--- src/rtl/serial_sub_pkg.sv ---
// Shared types for the bit-serial subtractor: FSM state encoding and width limit.
package serial_sub_pkg;

  typedef enum logic [1:0] {IDLE, SHIFT, DONE} state_t;

  localparam int MAX_BITS = 32;

endpackage

--- src/rtl/subtractor_1bit.sv ---
// Combinational 1-bit full subtractor; the inverse of the 1-bit full adder cell.
module subtractor_1bit (
  input  logic a,
  input  logic b,
  input  logic borrow_in,
  output logic diff,
  output logic borrow_out
);

  assign diff       = a ^ b ^ borrow_in;
  assign borrow_out = (~a & b) | (~(a ^ b) & borrow_in);

endmodule

--- src/rtl/serial_subtractor.sv ---
// Bit-serial unsigned subtractor diff = a - b, LSB first, one bit per clock.
// Optional signed-overflow output enabled by defining SERIAL_SUB_OVERFLOW_EN.
import serial_sub_pkg::*;

module serial_subtractor #(
  parameter int NUM_BITS = 8
) (
  input  logic                clk,
  input  logic                rst,
  input  logic                start,
  input  logic [NUM_BITS-1:0] a,
  input  logic [NUM_BITS-1:0] b,
  output logic                busy,
  output logic                done,
  output logic [NUM_BITS-1:0] diff,
`ifdef SERIAL_SUB_OVERFLOW_EN
  output logic                overflow,
`endif
  output logic                borrow_out
);

  localparam int CNT_W = (NUM_BITS > 1) ? $clog2(NUM_BITS) : 1;
  localparam logic [CNT_W-1:0] LAST_STEP = CNT_W'(NUM_BITS - 1);

  state_t              state;
  logic [NUM_BITS-1:0] a_sr, b_sr, res;
  logic                bin;
  logic [CNT_W-1:0]    cnt;
  logic                d, bout;
  logic [NUM_BITS-1:0] res_nxt;
`ifdef SERIAL_SUB_OVERFLOW_EN
  logic [1:0]          msb_q;  // {a MSB, b MSB} of the captured operands
`endif

  subtractor_1bit u_cell (
    .a         (a_sr[0]),
    .b         (b_sr[0]),
    .borrow_in (bin),
    .diff      (d),
    .borrow_out(bout)
  );

  assign res_nxt = {d, res[NUM_BITS-1:1]};

  always_ff @(posedge clk or posedge rst) begin
    if (rst) begin
      state      <= IDLE;
      busy       <= 1'b0;
      done       <= 1'b0;
      diff       <= '0;
      borrow_out <= 1'b0;
      a_sr       <= '0;
      b_sr       <= '0;
      res        <= '0;
      bin        <= 1'b0;
      cnt        <= '0;
`ifdef SERIAL_SUB_OVERFLOW_EN
      overflow   <= 1'b0;
      msb_q      <= 2'b00;
`endif
    end else begin
      case (state)
        IDLE: begin
          done <= 1'b0;
          if (start) begin
            a_sr  <= a;
            b_sr  <= b;
            res   <= '0;
            bin   <= 1'b0;
            cnt   <= '0;
            busy  <= 1'b1;
            state <= SHIFT;
`ifdef SERIAL_SUB_OVERFLOW_EN
            msb_q <= {a[NUM_BITS-1], b[NUM_BITS-1]};
`endif
          end
        end
        SHIFT: begin
          res  <= res_nxt;
          a_sr <= a_sr >> 1;
          b_sr <= b_sr >> 1;
          bin  <= bout;
          // Hold the counter at the last step so power-of-two widths never wrap.
          if (cnt == LAST_STEP) begin
            diff       <= res_nxt;
            borrow_out <= bout;
            busy       <= 1'b0;
            done       <= 1'b1;
            state      <= DONE;
`ifdef SERIAL_SUB_OVERFLOW_EN
            overflow   <= (msb_q[1] ^ msb_q[0]) & (d ^ msb_q[1]);
`endif
          end else begin
            cnt <= cnt + 1'b1;
          end
        end
        DONE: begin
          done  <= 1'b0;
          busy  <= 1'b0;
          state <= IDLE;
        end
        default: begin
          state <= IDLE;
          busy  <= 1'b0;
          done  <= 1'b0;
        end
      endcase
    end
  end

endmodule
--- config.mk ---
export PLATFORM = sky130hd
export DESIGN_NAME = serial_subtractor
export DESIGN_NICKNAME = d
export VERILOG_FILES = /design/src/rtl/serial_sub_pkg.sv /design/src/rtl/subtractor_1bit.sv /design/src/rtl/serial_subtractor.sv
export SDC_FILE = /design/constraint.sdc
export NUM_CORES = 1
export LEC_CHECK = 0
export CAP_MARGIN = 20
export CORE_MARGIN = 3
export CORE_UTILIZATION = 55
export CTS_CLUSTER_DIAMETER = 60
export CTS_CLUSTER_SIZE = 10
export DETAILED_ROUTE_END_ITERATION = 12
export GPL_TIMING_DRIVEN = 0
export MAX_ROUTING_LAYER = met4
export PLACE_DENSITY = 0.9
export SKIP_LAST_GASP = 1
export SYNTH_ARGS = -nofsm -noshare
export SYNTH_HDL_FRONTEND = slang
export SYNTH_SLANG_ARGS = --single-unit
--- constraint.sdc ---
create_clock -name clk -period 2.85 [get_ports clk]
set_clock_uncertainty 0.1 [all_clocks]
set_input_delay 0.7125 -clock clk [delete_from_list [all_inputs] [get_ports clk]]
set_output_delay 0.7125 -clock clk [all_outputs]
set_load 0.05 [all_outputs]
==> results of run 1 <==
per-stage QoR:
stage	worst slack, ps	power [W]	instances	util	hold slack, ps
5_1_grt	413	0.00285	243	0.741	431
2_1_floorplan	1120	0.00192	163	-	356
6_report	465	0.00268	243	0.741	401
3_3_place_gp	350	0.00221	235	0.711	373
3_5_place_dp	867	0.00227	235	0.711	374
4_1_cts	459	0.00270	243	0.741	407
layout by cell type (no fill, tap or decap), types with 3 or more instances in the layout:
cell type / instances
sky130_fd_sc_hd__a221oi_1: 11
sky130_fd_sc_hd__and3_1: 3
sky130_fd_sc_hd__inv_1: 19
sky130_fd_sc_hd__nand2b_1: 4
sky130_fd_sc_hd__clkdlybuf4s50_1: 28
sky130_fd_sc_hd__clkbuf_1: 5
sky130_fd_sc_hd__nor2b_1: 14
sky130_fd_sc_hd__mux2_4: 8
sky130_fd_sc_hd__buf_2: 3
sky130_fd_sc_hd__a211o_1: 3
sky130_fd_sc_hd__dfrtp_1: 40
sky130_fd_sc_hd__clkbuf_4: 5
sky130_fd_sc_hd__buf_6: 5
sky130_fd_sc_hd__nor2_1: 3
sky130_fd_sc_hd__nor3b_1: 12
sky130_fd_sc_hd__a22o_1: 7
flip-flops by register name, summed over array words and instances (netlist names):
| signal | count |
|---|---|
| a_sr | 8 |
| b_sr | 8 |
| diff | 8 |
| res | 7 |
| cnt | 3 |
| state | 2 |
| bin | 1 |
| borrow_out | 1 |
| busy | 1 |
| done | 1 |
metal layers:
| layer | track usage | wire [µm] | vias to the layer above |
|---|---|---|---|
| li1 | - | - | 644 |
| met1 | 0.235 | 1660 | 684 |
| met2 | 0.317 | 1820 | 56 |
| met3 | 0.0667 | 249 | 3 |
| met4 | 0.0596 | 23 | 0 |
| met5 | - | 0 | - |
layout make-up:
cell class              instances  area, µm²
fillers                       241        831
multi-input cells              89        768
plain buffers                  14       97.6
clock inverters                 1       30.0
flip-flops and latches         40       1000
clock buffers                   7       65.1
repair buffers                 28        280
inverters                      20       75.1
well taps                      44       55.1
power breakdown:
group          switching [W]  internal, W  total, W
clock               0.000185     0.000233  0.000418
combinational       0.000676     0.000591   0.00127
sequential          0.000173     0.000827   0.00100
worst max path at each step:
stage | from | endpoint | slack [ps] | depth (start not counted)
after global placement | rst | b_sr[2]$_DFFE_PP0P_ | 350 | 2
after detailed placement | diff[5]$_DFFE_PP0P_ | diff[5] | 870 | 1
final | busy$_DFFE_PP0P_ | busy | 460 | 1
after global routing | busy$_DFFE_PP0P_ | busy | 410 | 1
after CTS | diff[5]$_DFFE_PP0P_ | diff[5] | 460 | 1
after floorplan | rst | a_sr[0]$_DFFE_PP0P_ | 1120 | 1
logic make-up (layout without fill, tap and decap cells):
| logic type | count (synthesis) | after routing | synth area share |
|---|---|---|---|
| fa+ha+maj | 3 | 3 | 0.0232 |
| mux | 9 | 9 | 0.0670 |
| compound gates | 31 | 31 | 0.141 |
| simple gates | 46 | 46 | 0.164 |
| buf+inv | 34 | 70 | 0.0889 |
| flops | 40 | 40 | 0.515 |
==> flow_summary.yaml, run 1 <==
run_status:
  result_of_the_run: "finished, final reports clean"
critical_path:
  crit_chain: "clkdlybuf4s50_1"
  critical_path.endpoint_type: "output port"
  r2r_cells: 6
  crit-reg2reg-launch: "cnt[0]$_DFFE_PP0P_"
  criticalPathCategory: "reg2out"
  setup.reg_to_reg.worst_slack_ps: 1070
  critPathSlowestCell: "sky130_fd_sc_hd__clkdlybuf4s50_1"
  endpoint_of_the_worst_slack_reg_to_reg_timing_path: "diff[1]$_DFFE_PP0P_"
  cp.buffers_inverters: 1
  crit_path_start_kind: "register"
  critical_path.max_stage_delay_ps: 820
  crit_required_ps: 2040
  worst-endpoint-arrival_ps: 1570
  timing.critical_path.fanout_max: 3
  cpLargestDelayFamily: "buffers and inverters"
flow_run:
  drv_cap: 0
logic_synthesis:
  syn_area_per_cell_um2: 11.9
  synth_sequential_area_ratio: 0.515
  synth_edf_count: 0
  yosys.area.top_type: "sky130_fd_sc_hd__dfrtp_1"
  synth.cell_area_um2: 1940
  mapped_cells: 163
  async_flop_share: 1.00
  yosysTopAreaCellShare: 0.515
  ys_top_cells_by_count: "40 x sky130_fd_sc_hd__dfrtp_1, 20 x sky130_fd_sc_hd__inv_1, 14 x sky130_fd_sc_hd__nor2b_1, 12 x sky130_fd_sc_hd__nor3b_1, 11 x sky130_fd_sc_hd__a221oi_1"
  yosys_warnings: 0
  ys.flop_type: "sky130_fd_sc_hd__dfrtp_1"
  ys_types: 31
  synth_seq_cells: 40
  yosys-top-cells-area: "sky130_fd_sc_hd__dfrtp_1 52%, sky130_fd_sc_hd__mux2_4 6.2%, sky130_fd_sc_hd__a221oi_1 5.0%"
  synthesis.nets: 185
  cell_with_the_most_instances_after_synthesis: "sky130_fd_sc_hd__dfrtp_1"
timing:
  rsz_0062_raised_after_global_routing: "false"
  finalSetupViolations: 0
  report.final.slew_viol_count: 0
  min_period_over_period: 0.837
  tightest_slew_ps: 824
  achievable-frequency_mhz: 419
  number_of_failing_hold_endpoints_at_the_final_stage: 0
  timing.final.crit_period_ps: 2390
  slew_hr: 0.450
  aggregate_negative_setup_slack_ps: 0
pwr:
  worst_ir_drop_vdd_v: 0.000663
  leak_pwr_nw: 1.13
  power-per-cell-area_nw_per_um2: 1130
hold_path:
  hold_end: "bin$_DFFE_PP0P_"
  hp-start: "bin$_DFFE_PP0P_"
  timing.hold.worst.class: "reg2reg"
  timing.hold.worst_path_depth: 1
drt:
  routed_wirelength_um: 3760
  detail_route.vias_per_cell: 5.71
  drc: 0
  ant_nets: 0
  drt-pass1-iter-count: 5
  dr_total_vias: 1387
  number_of_drc_violations_after_detailed_routing_iteration_0: 105
  final_routed_wire_length_divided_by_cell_count_um: 15.5
finish:
  design_area_um2: 2370
  nets: 220
  n_antenna_cell: 0
  drive_gt1_frac: 0.146
  synthToLayoutAreaGrowth_pct: 22.2
place:
  placed_area_um2: 2280
  numPortBuffers: 28
  gpl.final_weighted_congestion: 0.796
  hpwlAfterDp_um: 2590
floorplanning:
  io-pin-count: 30
  core_area_um2: 3200
  floorplan.die.height_um: 65.4
  die-area_um2: 4280
  fp.dieW_um: 65.4
  placement_rows: 20
  initial_utilization: 0.606
cts:
  cts_buffers: 5
  clkSlewWorstSetupHoldPaths_ps: 120
  tritoncts: "built"
  ctsHoldBuffers: 0
  cts_max_path_buffers: 2
  cts_sinks: 40
  clock_tree.root_cell: "sky130_fd_sc_hd__clkbuf_4"
  worst_skew_pair.late_latency_ps: 350
  post-cts-setup-buffers: 0
  post_cts.resized_instances: 0
  cts.htree.levels: 2
global_route:
  antenna_found_initial: 0
  grt_pass1_vias: 1341
  grt_first_pass_wirelength_um: 6240
  grt_util_all_layers: 0.197
  grt-ovfl-total: 0
  grt_start_max_net_pins: 41
Power figures use the tool's default switching activity.
==> run 2, diff against run 1 <==
- CORE_UTILIZATION: 55 -> 53
- PLACE_DENSITY: 0.9 -> 0.88
- clock period: 2.85 -> 2.45 ns (I/O delays scaled with it)
==> run 2 against run 1 <==
Effect of this change:
- via count decreased by 1.4%
- cell count increased by 0.82%
- wire length decreased by 4.0%
- critical path depth unchanged
- sequential share of layout area unchanged
- largest power group unchanged
==> flow_summary.yaml, run 2 (synthesis results as in run 1) <==
run_status:
  result_of_the_run: "finished, final reports clean"
drt:
  detail_route.vias_per_cell: 5.58
  final_routed_wire_length_divided_by_cell_count_um: 14.7
  drt-pass1-iter-count: 4
  drc: 0
  routed_wirelength_um: 3610
  dr_total_vias: 1367
  number_of_drc_violations_after_detailed_routing_iteration_0: 104
  ant_nets: 0
critical_path:
  cpLargestDelayFamily: "buffers and inverters"
  setup.reg_to_reg.worst_slack_ps: 690
  critical_path.max_stage_delay_ps: 820
  worst-endpoint-arrival_ps: 1510
  criticalPathCategory: "reg2out"
  crit_chain: "clkdlybuf4s50_1"
  crit_required_ps: 1740
  crit_path_start_kind: "register"
  cp.buffers_inverters: 1
  timing.critical_path.fanout_max: 3
  critPathSlowestCell: "sky130_fd_sc_hd__clkdlybuf4s50_1"
  critical_path.endpoint_type: "output port"
timing:
  achievable-frequency_mhz: 450
  finalSetupViolations: 0
  rsz_0062_raised_after_global_routing: "false"
  slew_hr: 0.464
  tightest_slew_ps: 803
  final.setup.worst_slack_ps: 227
  report.final.slew_viol_count: 0
  min_period_over_period: 0.908
  aggregate_negative_setup_slack_ps: 0
  timing.final.crit_period_ps: 2220
  number_of_failing_hold_endpoints_at_the_final_stage: 0
floorplanning:
  core_area_um2: 3440
  initial_utilization: 0.564
  io-pin-count: 30
  fp.dieW_um: 66.5
  floorplan.die.height_um: 66.5
  placement_rows: 21
  die-area_um2: 4430
cts:
  cts_max_path_buffers: 2
  clock_tree.root_cell: "sky130_fd_sc_hd__clkbuf_8"
  tritoncts: "built"
  cts_sinks: 40
  post-cts-setup-buffers: 0
  cts.htree.levels: 2
  ctsHoldBuffers: 0
  clkSlewWorstSetupHoldPaths_ps: 70
  cts_buffers: 5
  post_cts.resized_instances: 0
  worst_skew_pair.late_latency_ps: 290
hold_path:
  timing.hold.worst.class: "reg2reg"
global_route:
  grt_first_pass_wirelength_um: 6300
  grt_pass1_vias: 1398
  grt_util_all_layers: 0.193
  antenna_found_initial: 0
  grt_start_max_net_pins: 41
  grt-ovfl-total: 0
place:
  numPortBuffers: 28
  pre_cts_ws_ps: 548
  gpl.final_weighted_congestion: 0.820
  hpwlAfterDp_um: 2560
finish:
  largest_registers: "a_sr (8), b_sr (8), diff (8)"
  nets: 220
  layout.cells.most_common: "sky130_fd_sc_hd__dfrtp_1"
  n_antenna_cell: 0
  fill_cells: 253
  synthToLayoutAreaGrowth_pct: 22.2
  most-common-layout-cells: "40 x sky130_fd_sc_hd__dfrtp_1, 28 x sky130_fd_sc_hd__clkdlybuf4s50_1, 19 x sky130_fd_sc_hd__inv_1"
  drive_gt1_frac: 0.146
pwr:
  leak_pwr_nw: 1.12
  worst_ir_drop_vdd_v: 0.000584
  power-per-cell-area_nw_per_um2: 1290
flow_run:
  drv_cap: 0
==> run 2: power breakdown <==
group / switching, W / leakage (nW) / internal [W]
registers: 0.000196 / 0.482 / 0.000965
logic: 0.000780 / 0.591 / 0.000685
clock network: 0.000220 / 0.0510 / 0.000225
total: 0.00120 / 1.12 / 0.00187
==> run 2: metal layers <==
layer	up-vias	global-route usage	part of all wire
li1	643	-	-
met1	672	0.241	0.44
met2	45	0.297	0.48
met3	7	0.0489	0.060
met4	0	0.0888	0.014
met5	-	-	0
==> run 2: layout make-up <==
| type | count | area, µm² | share of cell area |
|---|---|---|---|
| Sequential cell | 40 | 1000 | 0.422 |
| Inverter | 20 | 75.1 | 0.0316 |
| Timing Repair Buffer | 28 | 280 | 0.118 |
| Tap cell | 46 | 57.6 | 0.0243 |
| Multi-Input combinational cell | 89 | 768 | 0.324 |
| Clock buffer | 6 | 82.6 | 0.0348 |
| Clock inverter | 2 | 10.0 | 0.00422 |
| Buffer | 14 | 97.6 | 0.0411 |
==> run 2: stage by stage <==
step	total power [W]	utilization	instance area, µm²	hold slack (ps)	instances
after floorplan	0.00223	-	1940	356	163
after global placement	0.00257	0.662	2280	375	237
after detailed placement	0.00264	0.662	2280	376	237
after CTS	0.00309	0.689	2370	396	245
after global routing	0.00328	0.689	2370	425	245
final	0.00307	0.689	2370	396	245
==> run 2: final timing paths <==
check                                 endpoint          startpoint  depth (start not counted)
max                                       busy    busy$_DFFE_PP0P_                          1
min                            bin$_DFFE_PP0P_     bin$_DFFE_PP0P_                          1
max reg2reg                diff[2]$_DFFE_PP0P_  cnt[0]$_DFFE_PP0P_                          6
min reg2reg                    bin$_DFFE_PP0P_     bin$_DFFE_PP0P_                          1
max in group asynchronous   res[4]$_DFFE_PP0P_                 rst                          2
min in group asynchronous  diff[4]$_DFFE_PP0P_                 rst                          2
==> run 3, diff against run 2 <==
--- a/config.mk
+++ b/config.mk
@@ -8,5 +8,5 @@
 export CAP_MARGIN = 20
 export CORE_MARGIN = 3
-export CORE_UTILIZATION = 53
+export CORE_UTILIZATION = 55
 export CTS_CLUSTER_DIAMETER = 60
 export CTS_CLUSTER_SIZE = 10
@@ -14,5 +14,5 @@
 export GPL_TIMING_DRIVEN = 0
 export MAX_ROUTING_LAYER = met4
-export PLACE_DENSITY = 0.88
+export PLACE_DENSITY = 0.9
 export SKIP_LAST_GASP = 1
 export SYNTH_ARGS = -nofsm -noshare
==> constraint.sdc (replaced) <==
create_clock -name clk -period 2.79 [get_ports clk]
set_clock_uncertainty 0.1 [all_clocks]
set_input_delay 0.558 -clock clk [delete_from_list [all_inputs] [get_ports clk]]
set_output_delay 0.558 -clock clk [all_outputs]
set_load 0.05 [all_outputs]
==> results of run 3 <==
The final DEF is identical to that of run 1. Status: finished, final reports clean.
Among the figures that moved: setup slack after placement 867 ps -> 961 ps; setup slack after layout 465 ps -> 559 ps; register-to-register setup slack 1070 ps -> 1010 ps; total power 0.00268 W -> 0.00274 W; worst IR drop on VDD 0.000663 V -> 0.000678 V
